===== config.mk =====
export PLATFORM = sky130hd
export DESIGN_NAME = instr_fetch_unit
export DESIGN_NICKNAME = d
export VERILOG_FILES = /design/src/rtl/ifu_pkg.sv /design/src/rtl/ifu_fifo.sv /design/src/rtl/instr_fetch_unit.sv
export SDC_FILE = /design/constraint.sdc
export NUM_CORES = 1
export LEC_CHECK = 0
export BUFFER_PORTS_ARGS = -buffer_cell sky130_fd_sc_hd__buf_4
export CAP_MARGIN = 20
export CORE_MARGIN = 1
export CORE_UTILIZATION = 59
export DETAILED_ROUTE_END_ITERATION = 10
export PLACE_DENSITY = 0.81
export SYNTH_ARGS = -nofsm -noshare
export SYNTH_HDL_FRONTEND = slang
export SYNTH_HIERARCHICAL = 1
export SYNTH_SLANG_ARGS = --single-unit
export TNS_END_PERCENT = 20

===== constraint.sdc =====
create_clock -name clk -period 6.75 [get_ports clk]
set_input_delay 0 -clock clk [delete_from_list [all_inputs] [get_ports clk]]
set_output_delay 0 -clock clk [all_outputs]
set_load 0.1 [all_outputs]

===== src/rtl/ifu_pkg.sv =====
// Shared types and constants for the instruction fetch unit.
package ifu_pkg;

    localparam int INSTR_BYTES = 4;

    typedef enum logic [1:0] {
        ST_BOOT  = 2'd0,
        ST_RUN   = 2'd1,
        ST_FLUSH = 2'd2
    } ifu_state_e;

    typedef struct packed {
        logic [31:0] pc;
        logic [31:0] instr;
    } fetch_entry_t;

    // Saturating 32-bit add used by the optional performance counters.
    function automatic logic [31:0] sat_add32(input logic [31:0] a, input logic [31:0] b);
        logic [32:0] s;
        s = {1'b0, a} + {1'b0, b};
        return s[32] ? 32'hFFFF_FFFF : s[31:0];
    endfunction

endpackage


===== src/rtl/ifu_fifo.sv =====
// Fetch queue: power-of-two deep FIFO of {pc, instr} entries with a
// synchronous flush that wins over any push/pop in the same cycle.
module ifu_fifo
    import ifu_pkg::*;
#(
    parameter int DEPTH = 4
) (
    input  logic                     clk,
    input  logic                     reset,
    input  logic                     flush,
    input  logic                     push,
    input  fetch_entry_t             push_data,
    input  logic                     pop,
    output fetch_entry_t             head,
    output logic                     full,
    output logic                     empty,
    output logic [$clog2(DEPTH):0]   count
);

    localparam int AW = $clog2(DEPTH);
    localparam int CW = AW + 1;

    fetch_entry_t    mem_q [DEPTH];
    logic [AW-1:0]   wr_ptr_q, wr_ptr_d;
    logic [AW-1:0]   rd_ptr_q, rd_ptr_d;
    logic [CW-1:0]   count_q, count_d;
    logic            do_push;
    logic            do_pop;

    assign full    = (count_q == CW'(DEPTH));
    assign empty   = (count_q == '0);
    assign count   = count_q;
    assign head    = mem_q[rd_ptr_q];

    // A push into a full queue is only legal when the head leaves the same cycle.
    assign do_pop  = pop && !empty;
    assign do_push = push && (!full || do_pop);

    // Pointer/occupancy next state; flush empties the queue outright.
    always_comb begin
        wr_ptr_d = wr_ptr_q;
        rd_ptr_d = rd_ptr_q;
        count_d  = count_q;
        if (flush) begin
            wr_ptr_d = '0;
            rd_ptr_d = '0;
            count_d  = '0;
        end else begin
            if (do_push) wr_ptr_d = wr_ptr_q + AW'(1);
            if (do_pop)  rd_ptr_d = rd_ptr_q + AW'(1);
            count_d = count_q + CW'(do_push) - CW'(do_pop);
        end
    end

    // Pointer and occupancy registers.
    always_ff @(posedge clk or negedge reset) begin
        if (!reset) begin
            wr_ptr_q <= '0;
            rd_ptr_q <= '0;
            count_q  <= '0;
        end else begin
            wr_ptr_q <= wr_ptr_d;
            rd_ptr_q <= rd_ptr_d;
            count_q  <= count_d;
        end
    end

    // Entry storage; contents are don't-care while the slot is unoccupied.
    always_ff @(posedge clk) begin
        if (do_push && !flush) begin
            mem_q[wr_ptr_q] <= push_data;
        end
    end

endmodule


===== src/rtl/instr_fetch_unit.sv =====
// Instruction fetch unit: issues sequential word fetches, tracks outstanding
// requests against a credit of QDEPTH, queues returning instructions and
// handles core redirects by flushing the queue and discarding in-flight
// responses. Optional macro IFU_PERF_CNT_EN adds perf_fetched/perf_dropped.
module instr_fetch_unit
    import ifu_pkg::*;
#(
    parameter logic [31:0] RESET_PC = 32'h0000_0000,
    parameter int          QDEPTH   = 4
) (
    input  logic        clk,
    input  logic        reset,
    output logic        imem_req_valid,
    input  logic        imem_req_ready,
    output logic [31:0] imem_req_addr,
    input  logic        imem_rsp_valid,
    input  logic [31:0] imem_rsp_data,
    input  logic        redirect_valid,
    input  logic [31:0] redirect_pc,
    output logic        fetch_valid,
    input  logic        fetch_ready,
    output logic [31:0] fetch_pc,
    output logic [31:0] fetch_instr
`ifdef IFU_PERF_CNT_EN
    ,
    output logic [31:0] perf_fetched,
    output logic [31:0] perf_dropped
`endif
);

    localparam int            CW       = $clog2(QDEPTH) + 1;
    localparam logic [CW:0]   QDEPTH_W = (CW + 1)'(QDEPTH);

    ifu_state_e      state_q, state_d;
    logic [31:0]     pc_q, pc_d;
    logic [CW-1:0]   out_q, out_d;

    logic            req_fire;
    logic            rsp_dec;
    logic [CW:0]     credit_sum;
    logic [31:0]     rsp_pc;

    logic            fifo_push;
    logic            fifo_pop;
    logic            fifo_full;
    logic            fifo_empty;
    logic [CW-1:0]   fifo_count;
    fetch_entry_t    fifo_wdata;
    fetch_entry_t    fifo_head;

    logic            unused_redirect_lsbs;
    assign unused_redirect_lsbs = ^redirect_pc[1:0];

    // Outstanding requests plus queued entries may never exceed the queue
    // depth, so every response is guaranteed a slot when it arrives.
    assign credit_sum     = {1'b0, out_q} + {1'b0, fifo_count};
    assign imem_req_valid = (state_q == ST_RUN) && !fifo_full && (credit_sum < QDEPTH_W);
    assign imem_req_addr  = pc_q;
    assign req_fire       = imem_req_valid && imem_req_ready;

    // A response with nothing outstanding would be a stray pre-reset reply; ignore it.
    assign rsp_dec        = imem_rsp_valid && (out_q != '0);

    // In RUN the outstanding requests are contiguous and end just below pc_q,
    // so the oldest one (the one responding now) sits out_q words back.
    assign rsp_pc         = pc_q - (32'(out_q) * 32'(INSTR_BYTES));

    assign fifo_wdata     = '{pc: rsp_pc, instr: imem_rsp_data};
    assign fifo_push      = rsp_dec && (state_q == ST_RUN) && !redirect_valid;
    assign fifo_pop       = fetch_valid && fetch_ready && !redirect_valid;

    ifu_fifo #(
        .DEPTH (QDEPTH)
    ) u_fifo (
        .clk       (clk),
        .reset     (reset),
        .flush     (redirect_valid),
        .push      (fifo_push),
        .push_data (fifo_wdata),
        .pop       (fifo_pop),
        .head      (fifo_head),
        .full      (fifo_full),
        .empty     (fifo_empty),
        .count     (fifo_count)
    );

    assign fetch_valid = !fifo_empty;
    assign fetch_pc    = fetch_valid ? fifo_head.pc    : 32'h0;
    assign fetch_instr = fetch_valid ? fifo_head.instr : 32'h0;

    // Next-state logic: FSM, next-fetch PC and outstanding/drop counter.
    // In FLUSH the outstanding counter doubles as the drop count.
    always_comb begin
        state_d = state_q;
        pc_d    = pc_q;
        out_d   = out_q;

        unique case ({req_fire, rsp_dec})
            2'b10:   out_d = out_q + CW'(1);
            2'b01:   out_d = out_q - CW'(1);
            default: out_d = out_q;
        endcase

        if (redirect_valid) begin
            pc_d = {redirect_pc[31:2], 2'b00};
        end else if (req_fire) begin
            pc_d = pc_q + 32'(INSTR_BYTES);
        end

        unique case (state_q)
            ST_BOOT: begin
                state_d = ST_RUN;
            end
            ST_RUN: begin
                if (redirect_valid && (out_d != '0)) state_d = ST_FLUSH;
            end
            ST_FLUSH: begin
                if (!redirect_valid && (out_d == '0)) state_d = ST_RUN;
            end
            default: begin
                state_d = ST_BOOT;
            end
        endcase
    end

    // State, PC and counter registers.
    always_ff @(posedge clk or negedge reset) begin
        if (!reset) begin
            state_q <= ST_BOOT;
            pc_q    <= RESET_PC;
            out_q   <= '0;
        end else begin
            state_q <= state_d;
            pc_q    <= pc_d;
            out_q   <= out_d;
        end
    end

`ifdef IFU_PERF_CNT_EN
    logic [31:0] perf_fetched_q;
    logic [31:0] perf_dropped_q;
    logic [31:0] drop_inc;

    // Dropped work: responses discarded in FLUSH, or on a redirect in RUN the
    // flushed queue entries plus any response discarded that same cycle.
    always_comb begin
        drop_inc = '0;
        if (state_q == ST_FLUSH) begin
            drop_inc = 32'(rsp_dec);
        end else if ((state_q == ST_RUN) && redirect_valid) begin
            drop_inc = 32'(fifo_count) + 32'(rsp_dec);
        end
    end

    // Saturating performance counters.
    always_ff @(posedge clk or negedge reset) begin
        if (!reset) begin
            perf_fetched_q <= '0;
            perf_dropped_q <= '0;
        end else begin
            perf_fetched_q <= sat_add32(perf_fetched_q, 32'(fifo_pop));
            perf_dropped_q <= sat_add32(perf_dropped_q, drop_inc);
        end
    end

    assign perf_fetched = perf_fetched_q;
    assign perf_dropped = perf_dropped_q;
`endif

endmodule


==> summary.txt <==
Layout
  • Design area: 0.0164 mm2
  • Post-Layout Cell Count: roughly 1400
  • Layout area overhead: 26.9%
  • Fin nets: 1144
  • Layout cell share with drive strength beyond 1: 26.9%
  • # diodes: 0

Floorplanning
  • I/O pins: 168
  • Initial Util: between 60% and 70%
  • Rows: 53
  • Die height: 150 um
  • Die Wd: around 150 um
  • Full die area: 0.0225 mm2
  • Core Footprint: 0.0213 mm2

Yosys
  • Mapped Cells: 793
  • Synth Warn #: 6
  • Main synth FF type: edfxtp_1
  • Post-synthesis cell area: 0.0129 mm2
  • Synth cell types: 52
  • Seq/Total Area, Yosys: 67.5%
  • Yosys reg bits: between 200 and 300
  • Syn Area/Cell: 16.3 um2
  • Post-synth top area share: 59.4%
  • Ys async rst share: 14.1%
  • Area leader, netlist: edfxtp_1
  • Post-synth EDFFs: 256
  • Top cells by area, synth: edfxtp_1 59%, mux4_2 11%, dfrtp_1 8.1%

Worst setup path
  • CP peak stage delay: about 580 ps
  • CP Data Arrival Time: 3880 ps
  • Kind of critical path: flip-flop to flip-flop
  • Critical-path top delay cell: or4_4
  • Worst setup SP type: flip-flop
  • Critical Path RT: 7150 ps
  • Cells along the critical path: ha_1 > or4_4 > nor2_1 > nand3_1 > ha_1 > xnor2_1 > nor3b_1 > nand3_1 > o21ai_0 > o22ai_1
  • Top delay family on crit path: simple AND/OR/NAND/NOR gates
  • CP Buf/Inv Count: 0
  • Crit path max fanout: 8
  • Crit. End Element: flip-flop

Detailed routing
  • Via count: 7907
  • Detailed Route WL: approximately 27000 um
  • Routed len/inst: approximately 20 um
  • Drt pass-1 iters: 5
  • Drt drc: 0
  • Vias per std cell: 5.83
  • Routed Antenna Nets: 0
  • Initial drt markers: 488

STA
  • Min cycle time layout: around 3500 ps
  • Worst Skew: 14.5 ps
  • Fin crit share: 51.5%
  • Unrepaired setup endpoints after global routing: false
  • Setup TNS: 0 ps
  • Final slew viol count: 0
  • Final setup fails: 0
  • Endpoints failing hold: 0
  • Fmax: 288 MHz
  • Slew @ Worst Pin: 1030 ps
  • Max_slew headroom: 31.3%
  • Hold WS: 22.1 ps

Clock tree
  • Htree depth: 1
  • Worst-path clk slew: 60 ps
  • CTS tree: done
  • Num CTS Buffers: 30
  • Clock Latency Late Sink: 540 ps
  • CTS Root Cell: clkbuf_16
  • Clock Tree Buf Depth: 3
  • CTS Sinks: between 200 and 300

Place
  • Detail Placement HPWL: around 15000 um
  • PortBufs: ~160
  • Routability congestion estimate: about 0.86
  • DP Area: 0.0143 mm2
  • Inst Count DP: between 1000 and 1500

Global routing
  • Total gr overflow: 0
  • GRT Total Usage: 24.9%
  • Vias in the first global route: 8134
  • First-pass GRT wire length: 42600 um
  • Initial antenna violation count: 0
  • Largest net degree at the start of global routing: 66

Job
  • Max-Cap Viols: 0

Pwr
  • Power Dens Cells: between 300 and 400 mW/mm2
  • Peak VDD IR: 0.000244 V
  • Lkg Pwr: 0.00585 uW
  • Overall power: 5530 uW

Outcome
  • Status: complete, no violations

Worst hold path
  • Hold crit path type: input pin to async pin
==> placed cells by master, fill, tap and decap left out, types with 13 or more instances in the layout <==
cell type / count
buf_4: 166
clkbuf_16: 31
dfrtp_1: 40
dlygate4sd3_1: 106
edfxtp_1: 256
inv_1: 17
mux4_2: 64
nand2_1: 50
nand4_1: 13
nor2_1: 25
nor2b_1: 66
nor3_1: 15
o21ai_0: 22
xnor2_1: 29
xor2_1: 27
==> flip-flops by register name, summed over array words and instances (netlist names) <==
signal and flops:
imem_req_addr 30, out_q 3, state_q 2, u_fifo/count 3, u_fifo/mem_q 256, u_fifo/rd_ptr_q 2
u_fifo/wr_ptr_q 2
==> Yosys cell counts, types with 2 or more instances <==
cell type	instances
edfxtp_1	256
nor2b_1	66
mux4_2	64
nand2_1	50
dfrtp_1	42
xnor2_1	29
xor2_1	27
nor2_1	25
clkbuf_1	23
o21ai_0	22
inv_1	17
nor3_1	16
buf_2	14
nand4_1	13
ha_1	12
and3_1	10
nand3_1	10
nor4_1	9
o21ai_1	8
or3_1	8
buf_6	6
nor3b_1	6
nand2b_1	5
a31oi_1	4
and2_1	4
buf_4	4
o31ai_1	4
or4_1	4
fa_1	3
a21o_1	2
a21oi_1	2
and4_1	2
mux2i_1	2
nand3b_1	2
nor4_4	2
nor4b_4	2
or2_1	2
or4_4	2
==> stage by stage <==
stage | setup slack, ps | util, %
floorplan | 2610 | -
global placement | 3420 | 67.4
detailed placement | 3340 | 67.4
CTS | 3330 | 77.2
global route | 3060 | 77.2
finish | 3270 | 77.2
==> cell families after synthesis <==
kind of cell               Yosys count  share of synthesized area, %
other                                1                        0.0290
AOI/OAI and AO/OA                   47                          2.13
muxes                               68                          11.5
DFF                                298                          67.5
adders and majority gates           15                          1.62
and+or+nand+nor                    243                          11.0
buffers and inverters               65                          2.48
xor gates and xnor gates            56                          3.79
==> worst paths after layout <==
kind / startpoint / to / slack [ps] / cells after the start
max: u_fifo/count[1]$_DFF_PN0_ / state_q[1]$_DFFE_PN0P_ / 3270 / 10
max in group asynchronous: reset / u_fifo/rd_ptr_q[0]$_DFFE_PN0P_ / 6260 / 2
min: reset / imem_req_addr[30]$_DFFE_PN0N_ / 20 / 2
max reg2reg: u_fifo/count[1]$_DFF_PN0_ / state_q[1]$_DFFE_PN0P_ / 3270 / 10
min in group clk: imem_req_ready / imem_req_addr[2]$_DFFE_PN0N_ / 50 / 4
min reg2reg: state_q[0]$_DFFE_PN0P_ / state_q[1]$_DFFE_PN0P_ / 490 / 1
==> power by group <==
part / internal (uW) / leakage, uW / switching, uW
logic: 399 / 0.00253 / 1210
clock network: 1060 / 0.000500 / 651
registers: 2130 / 0.00282 / 83.8
==> worst register-to-register path, delay by kind of cell (launching register included) <==
family,cells,cell delay [ps]
AOI/OAI and AO/OA,2,420
xor gates and xnor gates,1,180
adders and majority gates,2,670
DFF,1,520
and+or+nand+nor,5,1560
==> routing by layer <==
layer  track usage, %  vias up  wire length (um)
li1                 -     3539                 -
met1             33.4     3966             11100
met2             43.2      362             14000
met3             3.82       40              1890
met4             5.96        0               442
met5                0        -                 0
==> final cells by class <==
| cell class | count | area, um2 |
|---|---|---|
| flip-flops and latches | 298 | 8740 |
| fillers | 1211 | 4850 |
| multi-input cells | 439 | 3940 |
| repair buffers | 272 | 2310 |
| clock buffers | 35 | 791 |
| well taps | 275 | 344 |
| clock inverters | 20 | 244 |
| inverters | 18 | 67.6 |
==> what timing repair did <==
item                       4_1_cts  5_1_grt
resized for setup                0        0
setup endpoints to repair        0        0
hold buffers                   106        0
buffers inserted                 0        0
hold endpoints to repair       206        0
No activity file was read; power rests on OpenSTA's default activity.
